File: src/rtl/enc_pkg.sv
// Shared constants, FSM state type and helper for the 8-to-3 sequential encoder.
package enc_pkg;

  localparam int unsigned N = 8;
  localparam int unsigned W = 3;

  typedef enum logic {
    IDLE  = 1'b0,
    DRAIN = 1'b1
  } state_e;

  // True when exactly one bit of v is set.
  function automatic logic is_onehot(input logic [N-1:0] v);
    int unsigned cnt;
    cnt = 0;
    for (int i = 0; i < int'(N); i++) begin
      cnt += int'(v[i]);
    end
    return (cnt == 1);
  endfunction

endpackage

File: src/rtl/encoder8_to_3_seq_if.sv
// Input vector handshake and output code stream of the sequential encoder.
interface encoder8_to_3_seq_if;
  import enc_pkg::*;

  logic [N-1:0] w;
  logic         in_valid;
  logic         in_ready;
  logic [W-1:0] out_code;
  logic         out_valid;
  logic         out_ready;
  logic         out_last;
  logic         out_zero;

  // Producer of vectors / consumer of codes.
  modport master (
    output w, in_valid, out_ready,
    input  in_ready, out_code, out_valid, out_last, out_zero
  );

  // Encoder side.
  modport slave (
    input  w, in_valid, out_ready,
    output in_ready, out_code, out_valid, out_last, out_zero
  );

endinterface

File: src/rtl/ffs_enc.sv
// Combinational find-first-set: index of the lowest (or highest) set bit; 0 when none set.
module ffs_enc #(
  parameter int unsigned N         = 8,
  parameter int unsigned W         = 3,
  parameter bit          MSB_FIRST = 1'b0
) (
  input  logic [N-1:0] i_vec,
  output logic [W-1:0] o_idx
);

  // Last match in loop order wins, so scan from the non-preferred end.
  always_comb begin
    o_idx = '0;
    if (MSB_FIRST) begin
      for (int i = 0; i < int'(N); i++) begin
        if (i_vec[i]) o_idx = W'(i);
      end
    end else begin
      for (int i = int'(N) - 1; i >= 0; i--) begin
        if (i_vec[i]) o_idx = W'(i);
      end
    end
  end

endmodule

File: src/rtl/encoder8_to_3_seq.sv
// Sequential 8-to-3 encoder: accepts a multi-hot vector and emits one binary code per set bit.
// An all-zero vector yields a single beat flagged out_zero.
// Build option: define ENC_MSB_FIRST_EN to emit codes highest index first.
module encoder8_to_3_seq
  import enc_pkg::*;
(
  input  logic                      clk,
  input  logic                      rst,
  input  logic                      en,
  encoder8_to_3_seq_if.slave        bus
);

`ifdef ENC_MSB_FIRST_EN
  localparam bit MsbFirst = 1'b1;
`else
  localparam bit MsbFirst = 1'b0;
`endif

  state_e       r_state;
  logic [N-1:0] r_pending;
  logic         r_out_valid;
  logic [W-1:0] r_out_code;
  logic         r_out_last;
  logic         r_out_zero;

  logic         w_accept;
  logic         w_take;
  logic [N-1:0] w_clear_mask;
  logic [N-1:0] w_next_pending;
  logic [N-1:0] w_scan_src;
  logic [W-1:0] w_scan_code;

  assign bus.in_ready  = (r_state == IDLE) & en;
  assign bus.out_valid = r_out_valid;
  assign bus.out_code  = r_out_code;
  assign bus.out_last  = r_out_last;
  assign bus.out_zero  = r_out_zero;

  assign w_accept = bus.in_valid & bus.in_ready;
  assign w_take   = r_out_valid & bus.out_ready;

  // Pending bits left after the current beat is taken; scan source is the new vector when idle.
  always_comb begin
    w_clear_mask             = '0;
    w_clear_mask[r_out_code] = 1'b1;
    w_next_pending           = r_pending & ~w_clear_mask;
    w_scan_src               = (r_state == IDLE) ? bus.w : w_next_pending;
  end

  ffs_enc #(
    .N        (N),
    .W        (W),
    .MSB_FIRST(MsbFirst)
  ) u_ffs (
    .i_vec(w_scan_src),
    .o_idx(w_scan_code)
  );

  // FSM with registered outputs: load on accept, step one set bit per taken beat.
  always_ff @(posedge clk) begin
    if (rst) begin
      r_state     <= IDLE;
      r_pending   <= '0;
      r_out_valid <= 1'b0;
      r_out_code  <= '0;
      r_out_last  <= 1'b0;
      r_out_zero  <= 1'b0;
    end else begin
      case (r_state)
        IDLE: begin
          if (w_accept) begin
            r_state     <= DRAIN;
            r_pending   <= bus.w;
            r_out_valid <= 1'b1;
            r_out_code  <= w_scan_code;
            r_out_last  <= (bus.w == '0) | is_onehot(bus.w);
            r_out_zero  <= (bus.w == '0);
          end
        end
        DRAIN: begin
          if (w_take) begin
            if (r_out_last) begin
              r_state     <= IDLE;
              r_pending   <= '0;
              r_out_valid <= 1'b0;
              r_out_code  <= '0;
              r_out_last  <= 1'b0;
              r_out_zero  <= 1'b0;
            end else begin
              r_pending  <= w_next_pending;
              r_out_code <= w_scan_code;
              r_out_last <= is_onehot(w_next_pending);
            end
          end
        end
        default: r_state <= IDLE;
      endcase
    end
  end

endmodule
File: src/flat_wrapper.sv
// flat-port wrapper written by rule: the top's interface ports become plain ports
module encoder8_to_3_seq_flat import enc_pkg::*;
  (clk, rst, en, bus_w, bus_in_valid, bus_out_ready, bus_in_ready, bus_out_code, bus_out_valid, bus_out_last, bus_out_zero);
  encoder8_to_3_seq_if bus_i ();
  input  logic clk;
  input  logic rst;
  input  logic en;
  input wire logic [$bits(bus_i.w)-1:0] bus_w;
  input wire logic [$bits(bus_i.in_valid)-1:0] bus_in_valid;
  input wire logic [$bits(bus_i.out_ready)-1:0] bus_out_ready;
  output wire logic [$bits(bus_i.in_ready)-1:0] bus_in_ready;
  output wire logic [$bits(bus_i.out_code)-1:0] bus_out_code;
  output wire logic [$bits(bus_i.out_valid)-1:0] bus_out_valid;
  output wire logic [$bits(bus_i.out_last)-1:0] bus_out_last;
  output wire logic [$bits(bus_i.out_zero)-1:0] bus_out_zero;
  assign bus_i.w = bus_w;
  assign bus_i.in_valid = bus_in_valid;
  assign bus_i.out_ready = bus_out_ready;
  assign bus_in_ready = bus_i.in_ready;
  assign bus_out_code = bus_i.out_code;
  assign bus_out_valid = bus_i.out_valid;
  assign bus_out_last = bus_i.out_last;
  assign bus_out_zero = bus_i.out_zero;
  encoder8_to_3_seq u_core (.clk(clk), .rst(rst), .en(en), .bus(bus_i));
endmodule
File: config.mk
export PLATFORM = sky130hd
export DESIGN_NAME = encoder8_to_3_seq_flat
export DESIGN_NICKNAME = d
export VERILOG_FILES = /design/src/rtl/enc_pkg.sv /design/src/rtl/encoder8_to_3_seq_if.sv /design/src/rtl/ffs_enc.sv /design/src/rtl/encoder8_to_3_seq.sv /design/src/flat_wrapper.sv
export SDC_FILE = /design/constraint.sdc
export NUM_CORES = 1
export LEC_CHECK = 0
export ABC_AREA = 1
export CORE_MARGIN = 2
export CORE_UTILIZATION = 40
export DETAILED_ROUTE_END_ITERATION = 16
export GPL_TIMING_DRIVEN = 0
export MAX_ROUTING_LAYER = met4
export PLACE_DENSITY = 0.67
export SYNTH_ARGS = -nofsm -noshare
export SYNTH_HDL_FRONTEND = slang
export SYNTH_SLANG_ARGS = --single-unit
File: constraint.sdc
create_clock -name clk -period 5.2 [get_ports clk]
set_clock_uncertainty 0.05 [all_clocks]
set_input_delay 1.04 -clock clk [delete_from_list [all_inputs] [get_ports clk]]
set_output_delay 1.04 -clock clk [all_outputs]
set_load 0.01 [all_outputs]
==> metrics list <==
- TritonCTS built the clock tree.
- DRC Markers: 1
- CP Buf/Inv Count: 4
- Worst hold stages: 2
- Placer's final routability congestion estimate: 0.896
- In this run the number of H-tree levels came out at 1.
* Fraction of layout instances using a drive strength above 1: 0.118
* Filler cells: 326
- The path with the worst hold slack has its endpoint at u_core.r_pending[1].
* Register-to-Register Setup Slack: 1.70 ns
- Number of endpoints failing setup at the final stage: 0
- After layout, the minimum clock period comes to 4.09 ns.
- Startpoint of the lowest-slack register-to-register path: u_core.bus.out_code[2]
- Leading cell types by count after synthesis: nand2_1 (42), inv_1 (27), dfxtp_1 (15), nand3_1 (15), a21oi_1 (11)
* Pins Over Slew Limit: 0
- Largest stage delay, worst path: 0.50 ns
* Async set or reset register ratio after synthesis: 0
- In this run, synthesis produced a sequential element count of 15.
- Violated checks: DRC
- Top flip-flop cell by instance count after synthesis: dfxtp_1
* Number of nets produced by synthesis: 209
* Sequential cell area fraction in the yosys report: 0.237
* Startpoint type of the worst setup path: primary input
- For the pin with the worst max-slew slack, the measured transition is 0.470 ns.
* Static Leak: 0.000711 uW
* DIE AREA: 0.00363 mm2
* Hold Path Class: reg2reg
- Total power after layout: 351 uW
* Number of global-route vias before repair: 1,214
* Count of endpoints failing hold in the final timing report: 0
- Walking the worst path, the cells encountered are clkdlybuf4s50_1, inv_1, ha_1, inv_1, fa_1, fa_1, inv_1, fa_1, fa_1, nand2_1, a211oi_1, o211ai_1, nand2_1, nand2_1, a21oi_1.
- Largest cells by area after synthesis: dfxtp_1 (24%), fa_1 (13%), nand2_1 (12%)
* Critical register-to-register path endpoint: u_core.bus.out_last
* Area fraction of the dominant cell type after synthesis: 0.237
- Largest net degree at the start of global routing: 11
- For this design, the CTS-stage hold fixing added 0 buffers.
* Die X-Extent: 60.3 um
- Antenna viol nets, final: 0
* Worst r2r path cells: 12
- Count of flip-flops with a built-in enable after synthesis: 0
- After technology mapping, the gate count stands at 181.
- Count of instances resized after the clock tree is built: 0
- TritonCTS Buffers: 3
* Average routed wire per standard cell: 12.4 um
* Worst hold start: u_core.r_pending[1]
- Initial antenna violation count: 0
- The area growth from synthesis to layout is 20.7%.
- Worst path slowest cell: clkdlybuf4s50_1
- Detailed placement finished with a half-perimeter wire length of 2500 um.
* Remaining global-route overflow: 0
- Setup repair after global routing left no endpoint under its margin.
* Mean instance size in the synthesized netlist: 7.00 um2
* Total wirelength of the detailed-routed design: 3060 um
- The first detailed-routing pass took 12 iterations.
- The final layout contains 232 nets.
* Cell total after placement: 243
* Final period utilization: 0.787
- Number of max-cap violations: 0
- The clock net in this run drives a total of 15 sinks.
- Rows: 20
- Summing every instance area after synthesis gives 0.00127 mm2.
- dfxtp_1 takes more of the synthesized area than any other cell.
* Aggregate global-route resource usage: 0.205
- Port buffering added 18 buffers.
* Die height: 60.3 um
* CP max FO: 3
- 0 antenna diodes ended up in the layout.
- The later pin in the worst-skew pair is clocked with a latency of 0.29 ns.
- In this run the count of I/O pins placed on the die edge is 20.
* Final Instance Count excl. Fillers: 247
- The initial utilization of the core area, before any placement, comes to 0.418.
* Most instantiated library cell after synthesis: nand2_1
- Detailed Route Iter0 Violations: 76
- Sum of negative setup slack: 0 ns
- Max transition margin: 0.687
- In this run the power density over the cells is 230 mW/mm2.
- Ys Warns: 0
- Among the stages of the critical path, the cell type that occurs most often is fa_1.
- For the worst setup path, the data arrival time is 4.23 ns.
- Synthesis instantiated 29 different standard cells from the library.
* Area of the core: 0.00303 mm2
* Dominant delay contributor by cell family on the critical path: adder cells
- Global-route wire length before repair: 5310 um
- CTS Root Cell: clkbuf_4
- Vias per cell: 4.97
- STA puts the critical path data required time at 5.34 ns.
- Maximum ir drop on the vdd rail: 0.118 mV
- STA classifies the critical path endpoint as a flip-flop.
* Highest achievable clock rate: 0.244 GHz
* Worst Path Class, Setup: in2reg
- The run finished, with violations left.
- After clock tree synthesis, the clock-pin slew on the worst setup and hold paths is 0.09 ns.
- Total via count after detailed routing: 1,228
- After clock tree synthesis, the setup repair step added 0 buffers.
* Maximum buffer depth of the clock tree: 2
-- routing by layer --
layer,up-vias,wire [um],global-route usage
met5,-,0,-
met3,2,144,0.0563
met2,36,1410,0.303
met1,564,1480,0.269
li1,626,-,-
met4,0,23,0.0698
-- tightest hold or removal path: stages, from the launching register on --
cell and delay (ns):
dfxtp_1 0.32, inv_2 0.06, a221oi_1 0.06
-- how the worst max path moves through the flow --
| stage | slack [ns] | cells past startpoint | startpoint | end |
|---|---|---|---|---|
| after floorplan | 1.51 | 14 | bus_w[0] | u_core.bus.out_last |
| after global placement | 0.84 | 15 | bus_w[0] | u_core.bus.out_last |
| after detailed placement | 0.79 | 15 | bus_w[0] | u_core.bus.out_last |
| after CTS | 1.10 | 15 | bus_w[0] | u_core.bus.out_last |
| after global routing | 0.95 | 15 | bus_w[1] | u_core.bus.out_last |
| final | 1.11 | 15 | bus_w[0] | u_core.bus.out_last |
-- logic make-up (layout without fill, tap and decap cells) --
group	Yosys count	after routing	share of synthesized area
AO/OA/AOI/OAI	37	37	0.188
adder cells (fa/ha/maj)	15	15	0.196
buffers and inverters	43	65	0.138
flip-flops	15	15	0.237
AND/OR/NAND/NOR	71	71	0.241
-- layout make-up --
cell class | count | area [um2] | area share
inverter | 38 | 143 | 0.0934
clock buffer | 4 | 26.3 | 0.0172
sequential | 15 | 300 | 0.197
buffer | 5 | 32.5 | 0.0213
timing repair buffer | 18 | 180 | 0.118
multi-input combinational | 123 | 791 | 0.518
tap | 44 | 55.1 | 0.0360
-- metrics by stage --
step	area (um2)	setup WS, ns	utilization	hold WS (ns)
CTS	1530	1.10	0.505	0.441
global placement	1500	0.844	0.496	0.414
floorplan	1270	1.51	-	0.406
global route	1530	0.947	0.505	0.474
detailed placement	1500	0.789	0.496	0.427
finish	1530	1.11	0.505	0.438
-- state kept, by name, indices dropped and copies added, names as in the netlist --
name and cells:
u_core.bus.out_code 3, u_core.r_pending 8, u_core.r_state 1, u_core.bus.out_valid 1, u_core.bus.out_zero 1, u_core.bus.out_last 1
-- cell usage in the layout (no fill, tap or decap), types with 2 or more instances in the layout --
cell type and instances:
a211oi_1 3, a21oi_1 11, a221oi_1 2, a31oi_1 5, a31oi_2 2, buf_2 2
clkbuf_4 3, clkdlybuf4s50_1 18, dfxtp_1 15, fa_1 8, ha_1 7, inv_1 27
inv_2 10, nand2_1 42, nand2_2 2, nand3_1 15, nand4_1 2, nor2_1 8
o21ai_0 2, o21ai_1 7
-- power by group --
group | switching [uW] | total [uW] | internal [uW] | leakage, uW
sequential | 8.61 | 134 | 125 | 0.000123
clock | 38.8 | 68.6 | 29.9 | 0.0000150
combinational | 86.0 | 149 | 62.6 | 0.000573
total | 133 | 351 | 217 | 0.000711
Power figures use the tool's default switching activity.
==> variant 1, RTL diff (same flow settings) <==
`W` is set to 3 in 2 places; all go to 6.
--- a/src/rtl/enc_pkg.sv
+++ b/src/rtl/enc_pkg.sv
@@ -2,7 +2,7 @@
 package enc_pkg;
 
   localparam int unsigned N = 8;
-  localparam int unsigned W = 3;
+  localparam int unsigned W = 6;
 
   typedef enum logic {
     IDLE  = 1'b0,
--- a/src/rtl/ffs_enc.sv
+++ b/src/rtl/ffs_enc.sv
@@ -1,7 +1,7 @@
 // Combinational find-first-set: index of the lowest (or highest) set bit; 0 when none set.
 module ffs_enc #(
   parameter int unsigned N         = 8,
-  parameter int unsigned W         = 3,
+  parameter int unsigned W         = 6,
   parameter bit          MSB_FIRST = 1'b0
 ) (
   input  logic [N-1:0] i_vec,
Interface: changed (resized bus_out_code); port bits go from 20 to 23. The function was not compared with the original's and may differ.
==> variant 1 against the unedited design <==
  * Synthesized cell count up 1.7%
  * Die area up 6.4%
  * Total power down 9.2%
  * Sequential cell count unchanged
  * Area after synthesis up 6.9%
  * Count of clock-buffer cells in the layout unchanged
  * Worst setup slack worse by 0.13 ns
  * Design area up 6.4%
  * Routed wire length down 7.5%
  * Highest routed layer unchanged
==> variant 1: results (changes against the unedited design) <==
- Worst Path Arrival: 4.40 ns (+0.17 ns)
- Xor-xnor portion of the synthesized cell area: 0 (unchanged)
- Post-Synth Adder-Cell Area: 0.183 (-0.0127)
- WL/cell: 11.1 um (-10%)
- VDD IR max: 101 uV (-14%)
- First-pass DRT Iterations: 4 (-8)
- Setup slack, reg-to-reg: 1.77 ns (+0.07 ns)
- Worst r2r dst: u_core.bus.out_last$_SDFFE_PP0P_
- Max FFs per register: 8 (unchanged)
- Met2 Use GR: 0.253 (-0.0501)
- DP HPWL: 2.31 mm (-7.4%)
- Slowest cell delay on critical path: 0.57 ns (+0.07 ns)
- CP max-delay cell: clkdlybuf4s50_1
- Largest net degree at the start of global routing: 11 (unchanged)
- Register area share after synthesis: 0.222 (-0.0153)
- Post-synth top cells: nand2_1, inv_1, dfxtp_1
- Synth Flop Type: dfxtp_1
- Post-synth ARST share: 0 (unchanged)
- Outcome: completed
- 1st-iter DRT viols: 54 (-29%)
- Worst-path maximum fanout: 3 (unchanged)
- Crit path launch: bus_w[0]
- Postcts setup bufs: 0 (unchanged)
- Final GP Congestion: 0.873 (-2.6%)
- Hold WC Path Type: reg2reg
- Final Setup Violations: 0 (unchanged)
- Clk_lat worst skew: 0.29 ns (about the same)
- Met3 Resource Use GR: 0.0362 (-0.0200)
- Post-DR vias/cell: 4.74 (-4.6%)
- Post-route DRC: 0 (-1)
- Vias in the first global route: 1171 (-3.5%)
- Hold EP: u_core.bus.out_zero$_SDFFE_PP0P_
- WHS: 0.432 ns (-0.00625 ns)
- Post-synth cell types: 36 (+24%)
- Clock Tree Buf Depth: 2 (unchanged)
- # diodes: 0 (unchanged)
- Mux contribution to synthesized area: 0 (unchanged)
- First-pass GRT wire length: 5.02 mm (-5.5%)
- Top post-synthesis cells by area: dfxtp_1, fa_1, nand2_1
- Number of H-tree levels: 1 (unchanged)
- Compound-Gate Fraction of Synth Area: 0.186 (-0.00198)
- Static leakage: 0.729 nW (+2.6%)
- Worst Reg-to-Reg Cells: 12 (unchanged)
- Hold_sp: u_core.bus.out_zero$_SDFFE_PP0P_
- Initial antenna violation count: 0 (unchanged)
- Layout cells sized above 1: 0.149 (+0.0308)
- Global Route Usage Sum: 0.163 (-0.0422)
- Met1 Track Usage GR: 0.220 (-0.0499)
- Nets@finish: 237 (+2.2%)
- Most flops, register: u_core.r_pending
- Root cell of the clock tree: clkbuf_4
==> variant 1: critical path, delay by kind of cell <==
kind            cells  cell delay, ns
fa+ha+maj           5            1.98
buf+inv             4            0.75
simple gates        3            0.37
compound gates      2            0.25
==> variant 1: layout make-up <==
cell class                      count  area [sq um]
Multi-Input combinational cell    127           870
Sequential cell                    15           300
Buffer                              7          50.0
Inverter                           37           141
Tap cell                           46          57.6
Clock buffer                        4          26.3
Timing Repair Buffer               18           180
Fill cell                         341          1660
==> variant 1: worst max path at each step <==
| stage | end | slack, ns |
|---|---|---|
| 5_1_grt | u_core.bus.out_last$_SDFFE_PP0P_ | 0.77 |
| 2_1_floorplan | u_core.bus.out_last$_SDFFE_PP0P_ | 1.50 |
| 4_1_cts | u_core.bus.out_last$_SDFFE_PP0P_ | 0.96 |
| 3_5_place_dp | u_core.bus.out_last$_SDFFE_PP0P_ | 0.66 |
| 3_3_place_gp | u_core.bus.out_last$_SDFFE_PP0P_ | 0.67 |
| 6_report | u_core.bus.out_last$_SDFFE_PP0P_ | 0.97 |
==> variant 1: power breakdown <==
part	total [mW]	leakage, nW	switching (mW)	internal (mW)
logic	0.120	0.591	0.0682	0.0518
registers	0.130	0.123	0.00736	0.122
clock network	0.0687	0.0150	0.0388	0.0298
==> variant 1: per-layer routing <==
metal | wire length [um] | vias up
met4 | 25 | 0
met2 | 1300 | 31
li1 | - | 630
met3 | 151 | 2
met5 | 0 | -
met1 | 1350 | 542
==> variant 1: stage by stage <==
step	std cells	area (sq um)	setup slack (ns)	utilization	total power [mW]
2_1_floorplan	186	1360	1.50	-	0.217
3_3_place_gp	250	1600	0.672	0.487	0.252
3_5_place_dp	250	1600	0.660	0.487	0.253
4_1_cts	254	1630	0.955	0.495	0.322
5_1_grt	254	1630	0.773	0.495	0.346
6_report	254	1630	0.973	0.495	0.318
==> variant 1: cells by family after synthesis <==
family	after synthesis
adder cells (fa/ha/maj)	15
buffers and inverters	44
other	1
AND/OR/NAND/NOR	74
flip-flops	15
AO/OA/AOI/OAI	35
==> variant 2, RTL diff (config.mk and constraints unchanged) <==
Made on the original files. Reset style: asynchronous (`rst`), changed in one clocked block.
--- a/src/rtl/encoder8_to_3_seq.sv
+++ b/src/rtl/encoder8_to_3_seq.sv
@@ -57,7 +57,7 @@
   );
 
   // FSM with registered outputs: load on accept, step one set bit per taken beat.
-  always_ff @(posedge clk) begin
+  always_ff @(posedge clk or posedge rst) begin
     if (rst) begin
       r_state     <= IDLE;
       r_pending   <= '0;
Behaviour: differs if rst is asserted again (counterexample within 4 cycles, from zero or initial values and one cycle with rst high); with rst held inactive, the same outputs for 10 cycles.
==> variant 2 against the unedited design <==
  * Routed wire length shrank 4.7%
  * Design area grew 5.9%
  * Register-to-register slack lost 0.08 ns
  * Critical endpoint is now u_core.bus.out_last$_DFFE_PP0P_
  * Sequential cell count is the same
  * Worst setup slack lost 0.099 ns
  * Area after synthesis grew 6.1%
  * Critical path depth shrank 1
  * Count of clock-buffer cells in the layout is the same
Power is not compared: it rests on default switching activity, and its combinational part moved more than twofold at a synthesized area within 25%.
==> variant 2: results (changes against the unedited design) <==
- Clk_lat worst skew: 0.29 ns (about the same)
- WL/cell: 11.7 um (-5.4%)
- Syn. warnings: 0 (unchanged)
- First-pass DRT Iterations: 4 (-8)
- Post-synth ARST share: 1.00 (+1.00)
- 1st-iter DRT viols: 29 (-62%)
- CTS buffer count: 3 (unchanged)
- DP HPWL: 2.41 mm (-3.6%)
- Final GP Congestion: 0.823 (-8.2%)
- Outcome: completed
- Layout cells sized above 1: 0.103 (-0.0148)
- Worst-path maximum fanout: 4 (+1)
- Mapped Area: 0.00134 sq mm (+6.1%)
- Setup TNS: 0 ns (unchanged)
- Largest net degree at the start of global routing: 16 (+5)
- Rel. slew slack: 0.609 (-0.0779)
- Synth Flop Type: dfrtp_1
- # diodes: 0 (unchanged)
- Register area share after synthesis: 0.279 (+0.0422)
- Post_cts resized: 0 (unchanged)
- Clock Tree Buf Depth: 2 (unchanged)
- Vias in the first global route: 1123 (-7.5%)
- Total gr overflow: 0 (unchanged)
- Post-DR vias/cell: 4.68 (-5.9%)
- Global Route Usage Sum: 0.184 (-0.0213)
- Most frequent cell after synthesis: nand2_1
- Hold WC Path Type: reg2reg
- Mapped Nets: 208 (-0.48%)
- Slowest cell delay on critical path: 0.56 ns (+0.06 ns)
- CP max-delay cell: clkdlybuf4s50_1
- Nets@finish: 232 (unchanged)
- Static leakage: between 0.8 and 0.9 nW
- VDD IR max: 349 uV
- Top post-synthesis cells by area: dfrtp_1, fa_1, nand2_1
- Root cell of the clock tree: clkbuf_4
- Most flops, register: u_core.r_pending
- # fillers: 345 (+5.8%)
- Post-synth top cells: nand2_1, inv_1, nor2_1
- First-pass GRT wire length: 4.99 mm (-6.0%)
- Initial antenna violation count: 0 (unchanged)
- Place WS: 0.703 ns (-0.0854 ns)
- Max FFs per register: 8 (unchanged)
- Postcts setup bufs: 0 (unchanged)
- Crit end category: flip-flop
- Number of H-tree levels: 1 (unchanged)
- I/O Buffers: 19 (+1)
- Clk slew on worst S/H paths: 0.10 ns
- Post-synth cell types: 26 (-10%)
- Worst Path Arrival: 4.36 ns (+0.13 ns)
-- variant 2: per-stage QoR --
| step | instance area (sq um) | power [mW] | cells | hold WS (ns) |
|---|---|---|---|---|
| final | 1620 | 1.06 | 249 | 0.445 |
| after global routing | 1620 | 1.21 | 249 | 0.467 |
| after CTS | 1620 | 1.07 | 249 | 0.450 |
| after detailed placement | 1590 | 0.989 | 245 | 0.424 |
| after global placement | 1590 | 0.971 | 245 | 0.423 |
| after floorplan | 1340 | 0.789 | 180 | 0.399 |
-- variant 2: report_power, final --
group | switching, mW | internal [mW]
clock network | 0.0375 | 0.0298
logic | 0.433 | 0.335
registers | 0.0504 | 0.174
-- variant 2: area by class of cell --
class / count / share of cell area
Buffer: 3 / 0.0209
Clock buffer: 4 / 0.0162
Inverter: 38 / 0.0882
Multi-Input combinational cell: 124 / 0.490
Sequential cell: 15 / 0.232
Tap cell: 46 / 0.0356
Timing Repair Buffer: 19 / 0.118
-- variant 2: cells by family (layout without fill, tap and decap cells) --
kind of cell / after synthesis / after routing / share of synthesized area
and+or+nand+nor: 85 / 85 / 0.293
buffers and inverters: 41 / 64 / 0.131
AOI/OAI and AO/OA: 23 / 23 / 0.105
adders and majority gates: 15 / 15 / 0.184
DFF: 15 / 15 / 0.279
xor gates and xnor gates: 1 / 1 / 0.00652
-- variant 2: worst paths after layout --
path,cells past startpoint,slack [ns],from,to
worst max-delay path,14,1.01,bus_w[0],u_core.bus.out_last$_DFFE_PP0P_
worst min-delay path,2,0.44,u_core.r_pending[2]$_DFFE_PP0P_,u_core.r_pending[2]$_DFFE_PP0P_
worst max register to register,14,1.62,u_core.bus.out_code[2]$_DFFE_PP0P_,u_core.bus.out_last$_DFFE_PP0P_
worst min register to register,2,0.44,u_core.r_pending[2]$_DFFE_PP0P_,u_core.r_pending[2]$_DFFE_PP0P_
max in group asynchronous,2,3.65,rst,u_core.bus.out_code[0]$_DFFE_PP0P_
min in group asynchronous,2,1.06,rst,u_core.r_pending[2]$_DFFE_PP0P_
-- variant 2: routing by layer --
layer	wire length, um	part of all wire	vias to the layer above	track usage
li1	-	-	615	-
met1	1400	0.48	525	0.245
met2	1380	0.47	21	0.280
met3	96	0.033	4	0.0435
met4	38	0.013	0	0.0486
met5	0	0	-	-
-- variant 2: critical path: cells and delay by family --
kind	cells	cell delay (ns)
adder cells (fa/ha/maj)	5	1.99
AND/OR/NAND/NOR	3	0.26
buffers and inverters	4	0.75
AO/OA/AOI/OAI	2	0.31
